### src/rtl/logo_position_ctrl.sv
// Turns joystick ADC samples into a once-per-frame logo offset. The offset is updated only in vertical blanking.
// Build option LOGO_WRAP_EN: an offset that runs past the limit wraps to the opposite limit instead of saturating.
//
// state   | meaning
// --------+-----------------------------------------------------------
// WAIT    | idle, outputs held, waiting for col==0 && row==V_VIS
// CAPTURE | register both joystick samples
// COMPUTE | turn the samples into signed per-frame steps
// APPLY   | write the offsets (or recentre), pulse pos_update
module logo_position_ctrl #(
   parameter int JS_CENTRE  = 2048,
   parameter int DEADZONE   = 256,
   parameter int STEP_SHIFT = 7,
   parameter int MAX_STEP   = 8,
   parameter int C_LIM      = 256,
   parameter int R_LIM      = 176,
   parameter int V_VIS      = 480
) (
   input  logic        vga_clk,
   input  logic        arst_n,
   input  logic [11:0] joystick_data_x,
   input  logic [11:0] joystick_data_y,
   input  logic        js_button_f_d,
   input  logic [9:0]  col,
   input  logic [8:0]  row,
   output logic [9:0]  stick_border_hl_c,
   output logic [8:0]  stick_border_hl_r,
   output logic        pos_update
);

   typedef enum logic [1:0] {
      S_WAIT    = 2'd0,
      S_CAPTURE = 2'd1,
      S_COMPUTE = 2'd2,
      S_APPLY   = 2'd3
   } state_t;

   localparam logic [12:0]        JS_C13   = 13'(JS_CENTRE);
   localparam logic [12:0]        DZ13     = 13'(DEADZONE);
   localparam logic [12:0]        MAXS13   = 13'(MAX_STEP);
   localparam logic [3:0]         MAXS4    = 4'(MAX_STEP);
   localparam logic signed [10:0] C_LIM_S  = 11'(C_LIM);
   localparam logic signed [10:0] R_LIM_S  = 11'(R_LIM);
   localparam logic [8:0]         V_VIS9   = 9'(V_VIS);

   state_t              state;
   logic [11:0]         samp_x;
   logic [11:0]         samp_y;
   logic signed [10:0]  step_c;
   logic signed [10:0]  step_r;
   logic signed [10:0]  off_c;
   logic signed [10:0]  off_r;
   logic                recentre_pend;

   logic                trigger;
   logic [3:0]          mag_x;
   logic [3:0]          mag_y;
   logic                neg_x;
   logic                neg_y;
   logic signed [10:0]  sum_c;
   logic signed [10:0]  sum_r;
   logic signed [10:0]  next_c;
   logic signed [10:0]  next_r;

   // Magnitude of the per-frame step for one axis, before the sign is applied.
   function automatic logic [3:0] step_mag(input logic [11:0] sample);
      logic [12:0] d;
      logic [12:0] mag;
      logic [12:0] excess;
      logic [12:0] sh;
      d      = {1'b0, sample} - JS_C13;
      mag    = d[12] ? (~d + 13'd1) : d;
      excess = mag - DZ13;
      sh     = (excess >> STEP_SHIFT) + 13'd1;
      if (mag <= DZ13)
         return 4'd0;
      else if (sh > MAXS13)
         return MAXS4;
      else
         return sh[3:0];
   endfunction

   function automatic logic sample_neg(input logic [11:0] sample);
      logic [12:0] d;
      d = {1'b0, sample} - JS_C13;
      return d[12];
   endfunction

   function automatic logic signed [10:0] limit(input logic signed [10:0] v,
                                                input logic signed [10:0] lim);
`ifdef LOGO_WRAP_EN
      if (v > lim)
         return -lim;
      else if (v < -lim)
         return lim;
      else
         return v;
`else
      if (v > lim)
         return lim;
      else if (v < -lim)
         return -lim;
      else
         return v;
`endif
   endfunction

   assign trigger = (col == 10'd0) && (row == V_VIS9);

   always_comb begin
      mag_x  = step_mag(samp_x);
      mag_y  = step_mag(samp_y);
      neg_x  = sample_neg(samp_x);
      neg_y  = sample_neg(samp_y);
      // Offsets are kept one bit wider than the ports so the sum cannot overflow before limiting.
      sum_c  = off_c + step_c;
      sum_r  = off_r + step_r;
      next_c = limit(sum_c, C_LIM_S);
      next_r = limit(sum_r, R_LIM_S);
   end

   always_ff @(posedge vga_clk) begin
      if (!arst_n) begin
         state         <= S_WAIT;
         samp_x        <= '0;
         samp_y        <= '0;
         step_c        <= '0;
         step_r        <= '0;
         off_c         <= '0;
         off_r         <= '0;
         pos_update    <= 1'b0;
         recentre_pend <= 1'b0;
      end else begin
         pos_update <= 1'b0;
         if (js_button_f_d)
            recentre_pend <= 1'b1;
         case (state)
            S_WAIT: begin
               if (trigger)
                  state <= S_CAPTURE;
            end
            S_CAPTURE: begin
               samp_x <= joystick_data_x;
               samp_y <= joystick_data_y;
               state  <= S_COMPUTE;
            end
            S_COMPUTE: begin
               step_c <= neg_x ? -$signed({7'd0, mag_x}) : $signed({7'd0, mag_x});
               // Stick up (positive d) moves the logo up the screen, i.e. toward negative rows.
               step_r <= neg_y ? $signed({7'd0, mag_y}) : -$signed({7'd0, mag_y});
               state  <= S_APPLY;
            end
            S_APPLY: begin
               if (recentre_pend) begin
                  off_c <= '0;
                  off_r <= '0;
               end else begin
                  off_c <= next_c;
                  off_r <= next_r;
               end
               // A press landing on this very cycle belongs to the next frame.
               recentre_pend <= js_button_f_d;
               pos_update    <= 1'b1;
               state         <= S_WAIT;
            end
            default: state <= S_WAIT;
         endcase
      end
   end

   assign stick_border_hl_c = off_c[9:0];
   assign stick_border_hl_r = off_r[8:0];

endmodule

### config.mk
export PLATFORM = sky130hd
export DESIGN_NAME = logo_position_ctrl
export DESIGN_NICKNAME = d
export VERILOG_FILES = /design/src/rtl/logo_position_ctrl.sv
export SDC_FILE = /design/constraint.sdc
export NUM_CORES = 1
export LEC_CHECK = 0
export ABC_AREA = 1
export BUFFER_PORTS_ARGS = -buffer_cell sky130_fd_sc_hd__buf_4
export CORE_MARGIN = 2
export CORE_UTILIZATION = 40
export CTS_CLUSTER_SIZE = 16
export DETAILED_ROUTE_END_ITERATION = 7
export PLACE_DENSITY = 0.71
export SYNTH_ARGS = -nofsm -noshare
export SYNTH_HDL_FRONTEND = slang
export SYNTH_SLANG_ARGS = --single-unit
### constraint.sdc
create_clock -name vga_clk -period 3.6 [get_ports vga_clk]
set_input_delay 0.72 -clock vga_clk [delete_from_list [all_inputs] [get_ports vga_clk]]
set_output_delay 0.72 -clock vga_clk [all_outputs]
set_load 0.1 [all_outputs]
## Word level (Yosys, flattened, before mapping)

Index checks and enable logic that the tools add are counted.

- Flip-flop bits (word level): 72
- Input port bits: 46
- Output and inout bits: 20
- Word-level logic and storage cells: 59

- Add/sub/neg operators: 12
- Order comparisons: 8
- Eq/ne operators: 5
- Muxes and demuxes: 19
- Bitwise gates (word level): 2
- Reductions and logical operators: 4

Operator list:

| operator | number |
|---|---|
| two-way mux 11 bit | 8 |
| adder 13 x 1 -> 13 bit (second input constant) | 2 |
| <= comparator 13 x 9 -> 1 bit (second input constant) | 2 |
| two-way mux 13 bit | 2 |
| inverter 13 bit | 2 |
| subtractor 12 x 12 -> 13 bit (second input constant) | 2 |
| subtractor 13 x 9 -> 13 bit (second input constant) | 2 |
| adder 11 bit | 2 |
| less-than comparator 11 x 9 -> 1 bit (second input constant) | 2 |
| negator 4 -> 11 bit | 2 |
| two-way mux 4 bit | 4 |
| adder 6 x 1 -> 7 bit (second input constant) | 2 |
| > comparator 7 x 4 -> 1 bit (second input constant) | 2 |
| > comparator 11 x 10 -> 1 bit (second input constant) | 1 |
| > comparator 11 x 9 -> 1 bit (second input constant) | 1 |
| zero test 10 bit | 1 |
| == test 9 bit (second input constant) | 1 |
| case mux 2 bit (4 select lines) | 1 |
| == test 2 bit (second input constant) | 2 |
| two-way mux 1 bit | 3 |
| == test 2 x 1 -> 1 bit (second input constant) | 1 |
| zero test 2 bit | 1 |
| two-way mux 2 bit | 1 |
| != test 2 bit (second input constant) | 1 |
| 2 further kinds | 2 |

## Depth between registers and ports, before layout

- Word-level depth: 11
- Depth in mapped cells: 25
- Depth with buffers taken out: 25

## Worst setup path after synthesis

OpenSTA, ideal clock, no wires.

- Path kind: register to register
- Start: register off_r[0]
- End: register off_r[5]
- Setup time: 0.075 ns
- Data arrival time: 2.893 ns
- Required time: 3.525 ns
- Path slack: 0.632 ns
- Stages on the path, launching flop included: 17
- Buffers on the path: 0
- Period minus slack after synthesis: 2.968 ns
- Cells stage by stage: dfxtp_1 > ha_1 > fa_1 > nand3_1 > nand2_1 > nand2_1 > o211ai_1 > a21o_1 > a21oi_1 > xor2_1 > nor2_1 > o211ai_1 > ha_1 > inv_1 > nand2_1 > or2_2 > a31oi_1

- Longest elaborated chain between the ends: 5
- Elaborated cells on any way between the ends: 6
- Classes of those cells: 1 x add/sub; 2 x order compare; 3 x mux

Ends and longest elaborated chain:

| item | line | text |
|---|---|---|
| from (decl) | 52 | `logic signed [10:0] off_r;` |
| from (signal assigned) | 159 | `off_r <= next_r;` |
| adder 11 bit * | 117 | `sum_r = off_r + step_r;` |
| less-than comparator 11 x 9 -> 1 bit | 101 | `else if (v < -lim)` |
| two-way mux 11 bit | 101 |  |
| two-way mux 11 bit * | 99 | `if (v > lim)` |
| two-way mux 11 bit * | 154 | `if (recentre_pend) begin` |

Every way passes the cells marked *; elsewhere a longest branch is shown, timed or not.
A chain may end at the register's enable or synchronous reset.

## Final worst setup path

Same ends and word-level chain as after synthesis.

==> impl_metrics.csv <==
group,metric,value,unit
run_status,status,"finished with violations",
run_status,violations,"DRC",
floorplanning,fp-row-count,39,
final_layout,diodes,0,
sta,slew_viol_final,0,
yosys,seq_area_frac_synth,27.0,%
floorplanning,dieArea,12700,um^2
setup_path,crit_slowest_cell,"fa_1",
sta,finalCritPeriodShare,90.6,%
setup_path,cp_slowest_stage_delay,0.41,ns
place,dpl.hpwl,7770,um
yosys,synth_top_area_share,27.0,%
setup_path,crit_arrival,3.52,ns
floorplanning,core,11500,um^2
worst_hold_path,min_from,"step_c[3]",
routing,drtAntennaViolNets,0,
setup_path,critPathMostFrequentCell,"nand2_1",
setup_path,cp-end-kind,"flip-flop",
power_and_ir_drop,switching_power,2.71,mW
routing,viasPerCell,5.03,
clock_tree,insertion_delay,0.33,ns
routing,drtIter0Drc,194,
power_and_ir_drop,swShare,49.5,%
clock_tree,clk_pin_slew,0.05,ns
sta,relSlewSlack,39.6,%
yosys,netlist_area,4740,um^2
clock_tree,cts_max_level,3,
final_layout,final_nets,830,
yosys,synth.distinct_cells,41,
routing,first_pass_iters,7,
final_layout,final_common_cell,"nand2_1",
power_and_ir_drop,power_frac_comb,66.3,%
floorplanning,ios,66,
setup_path,timing.rr.start,"off_r[0]",
power_and_ir_drop,power.density,992,nW/um^2
routing,wl,10300,um
worst_hold_path,hp-class,"flip-flop to flip-flop",
global_route,grt_pass1_vias,4235,
setup_path,reg2reg_to,"off_r[5]",
power_and_ir_drop,intPower,2.76,mW
place,port_buffers,65,
clock_tree,post_cts_buffers,0,
sta,worstMarginPinSlew,0.905,ns
final_layout,area_growth,16.3,%
sta,fin_skew,0.00637,ns
sta,hold_viol_final,0,
floorplanning,start_util,41.2,%
setup_path,crit_required,3.86,ns
run,cap_viol_max_count,0,
setup_path,cp-start-kind,"flip-flop",
clock_tree,cts_inserted_buffers,9,
clock_tree,clock-root-buffer,"clkbuf_16",
floorplanning,fp.dieH,113,um
sta,setup_tns,0,ns
setup_path,crit_fanout,6,
yosys,ys_ff_latch,64,
global_route,grt_max_degree,38,
global_route,antenna_found_initial,0,
routing,wire_per_inst,11.5,um
power_and_ir_drop,seqPwrFrac,18.5,%
power_and_ir_drop,clkPwrFrac,15.3,%
setup_path,cp_cell_sequence,"ha_1, fa_1, nand3_1, nand2_1, nand2_1, o211ai_1, a21o_1, a21oi_1, xor2_1, nor2_1, o211ai_1, ha_1, inv_1, nand2_1, or2_2, a31oi_1",
clock_tree,cts_resized,0,
yosys,synthCells,698,
global_route,globalRouteOverflowTotal,0,
clock_tree,cts_hold_buf,0,
final_layout,nFillCells,1175,
power_and_ir_drop,worst_ir_drop_vdd,582,uV
clock_tree,cts_tree,"done",
place,routabilityCongestion,0.926,
setup_path,criticalPathCategory,"flip-flop to flip-flop",
clock_tree,cts_sinks,64,
sta,setup_viol,0,
yosys,yosys_warnings,0,
yosys,synth.area.top_cells,"dfxtp_1 27%, nand2_1 12%, ha_1 10%",
global_route,grt_first_pass_wirelength,17800,um
power_and_ir_drop,cellLeakagePower,2.60,nW
clock_tree,cts_max_path_buffers,2,
yosys,yosys.area.top_type,"dfxtp_1",
routing,drc,4,
floorplanning,die_w,113,um
final_layout,mostFrequentLayoutCells,"150 x nand2_1, 75 x a21oi_1, 69 x buf_4, 67 x inv_1, 64 x dfxtp_1",
setup_path,r2r_setup_slack,0.34,ns
sta,rsz0062_at_grt,"false",
power_and_ir_drop,total_power,5.47,mW
yosys,synth.avg_cell_area,6.79,um^2
sta,fmax,307,MHz
worst_hold_path,hold_end,"step_c[3]",
yosys,syn-num-nets,785,
routing,dr_total_vias,4482,
final_layout,drive_above_1_share,17.6,%
worst_hold_path,min_path_cells,2,
global_route,grt_usage,16.7,%
setup_path,rr_worst_depth,16,
sta,period_needed,3.26,ns
-- final cells by class --
cell class	instances	area, um^2	share of cell area (%)
inverter	76	285	5.17
clock buffer	14	274	4.97
multi-input combinational	523	2960	53.8
sequential	64	1280	23.2
clock inverter	2	12.5	0.227
timing repair buffer	69	518	9.39
tap	143	179	3.24
-- critical path, delay by kind of cell, from the launching register on --
family / cells / cell delay, ns
AO/OA/AOI/OAI: 5 / 0.70
XOR/XNOR: 1 / 0.31
adder cells (fa/ha/maj): 3 / 0.92
AND/OR/NAND/NOR: 6 / 0.78
flip-flops: 1 / 0.33
buffers and inverters: 1 / 0.14
-- logic make-up after synthesis --
group / share of synthesized area, %
xor+xnor: 4.78
fa+ha+maj: 11.1
flops: 27.0
simple gates: 31.3
buf+inv: 10.5
compound gates: 15.3
-- power groups by stage --
| stage | Combinational, mW | Sequential (mW) | Clock [mW] |
|---|---|---|---|
| floorplan | 3.04 | 0.990 | 0 |
| global placement | 3.58 | 1.02 | 0 |
| detailed placement | 3.61 | 1.03 | 0 |
| CTS | 3.65 | 1.01 | 0.845 |
| global route | 4.19 | 1.04 | 0.877 |
| finish | 3.62 | 1.01 | 0.834 |
-- worst max path at each step --
stage / slack [ns] / depth (start not counted) / start / to
after global placement: 0.47 / 16 / off_r[0] / off_r[5]
final: 0.34 / 16 / off_r[0] / off_r[5]
after floorplan: 0.63 / 16 / off_r[0] / off_r[5]
after global routing: 0.07 / 23 / samp_y[0] / step_r[2]
after CTS: 0.34 / 16 / off_r[0] / off_r[5]
after detailed placement: 0.41 / 16 / off_r[0] / off_r[5]
-- cells in the mapped netlist --
cell       count
nand2_1      150
a21oi_1       75
inv_1         67
dfxtp_1       64
nor2_1        53
nand3_1       48
o21ai_0       40
ha_1          39
buf_4         19
nand2_2       17
xor2_1        16
clkbuf_1      13
nor3_1        10
nand4_1        9
nor2_2         9
inv_2          8
xnor2_1        8
nand3b_1       7
nand3_2        5
nor2_4         5
o211ai_1       5
a31oi_1        4
o21ai_1        4
nor4_1         3
a2bb2oi_1      2
fa_1           2
or2_2          2
a211oi_1       1
a21o_1         1
a21oi_2        1
a22o_1         1
and2_1         1
and3_1         1
buf_1          1
buf_2          1
buf_6          1
clkinv_1       1
nand2_4        1
o31ai_1        1
o41ai_1        1
xor2_2         1
-- flip-flops by register name, indices dropped and copies added (netlist names) --
name and count:
step_c 7, step_r 7, recentre_pend 1, state 2, samp_y 12, off_c 11, off_r 11, samp_x 12
pos_update 1
-- per-stage QoR --
stage	area, um^2	hold WS, ns	worst slack [ns]	utilization [%]	std cells
final	5510	0.471	0.338	47.9	891
after global placement	5230	0.459	0.466	45.4	875
after detailed placement	5230	0.461	0.413	45.4	875
after floorplan	4740	0.449	0.632	-	698
after CTS	5510	0.469	0.344	47.9	891
after global routing	5510	0.501	0.0719	47.9	891
-- routing by layer --
metal,routed length (um),GRT usage (%)
met3,491,4.12
met4,144,6.34
met5,0,0
met1,5060,20.8
met2,4600,27.9
Note: power is estimated with default switching activity, not from simulation.
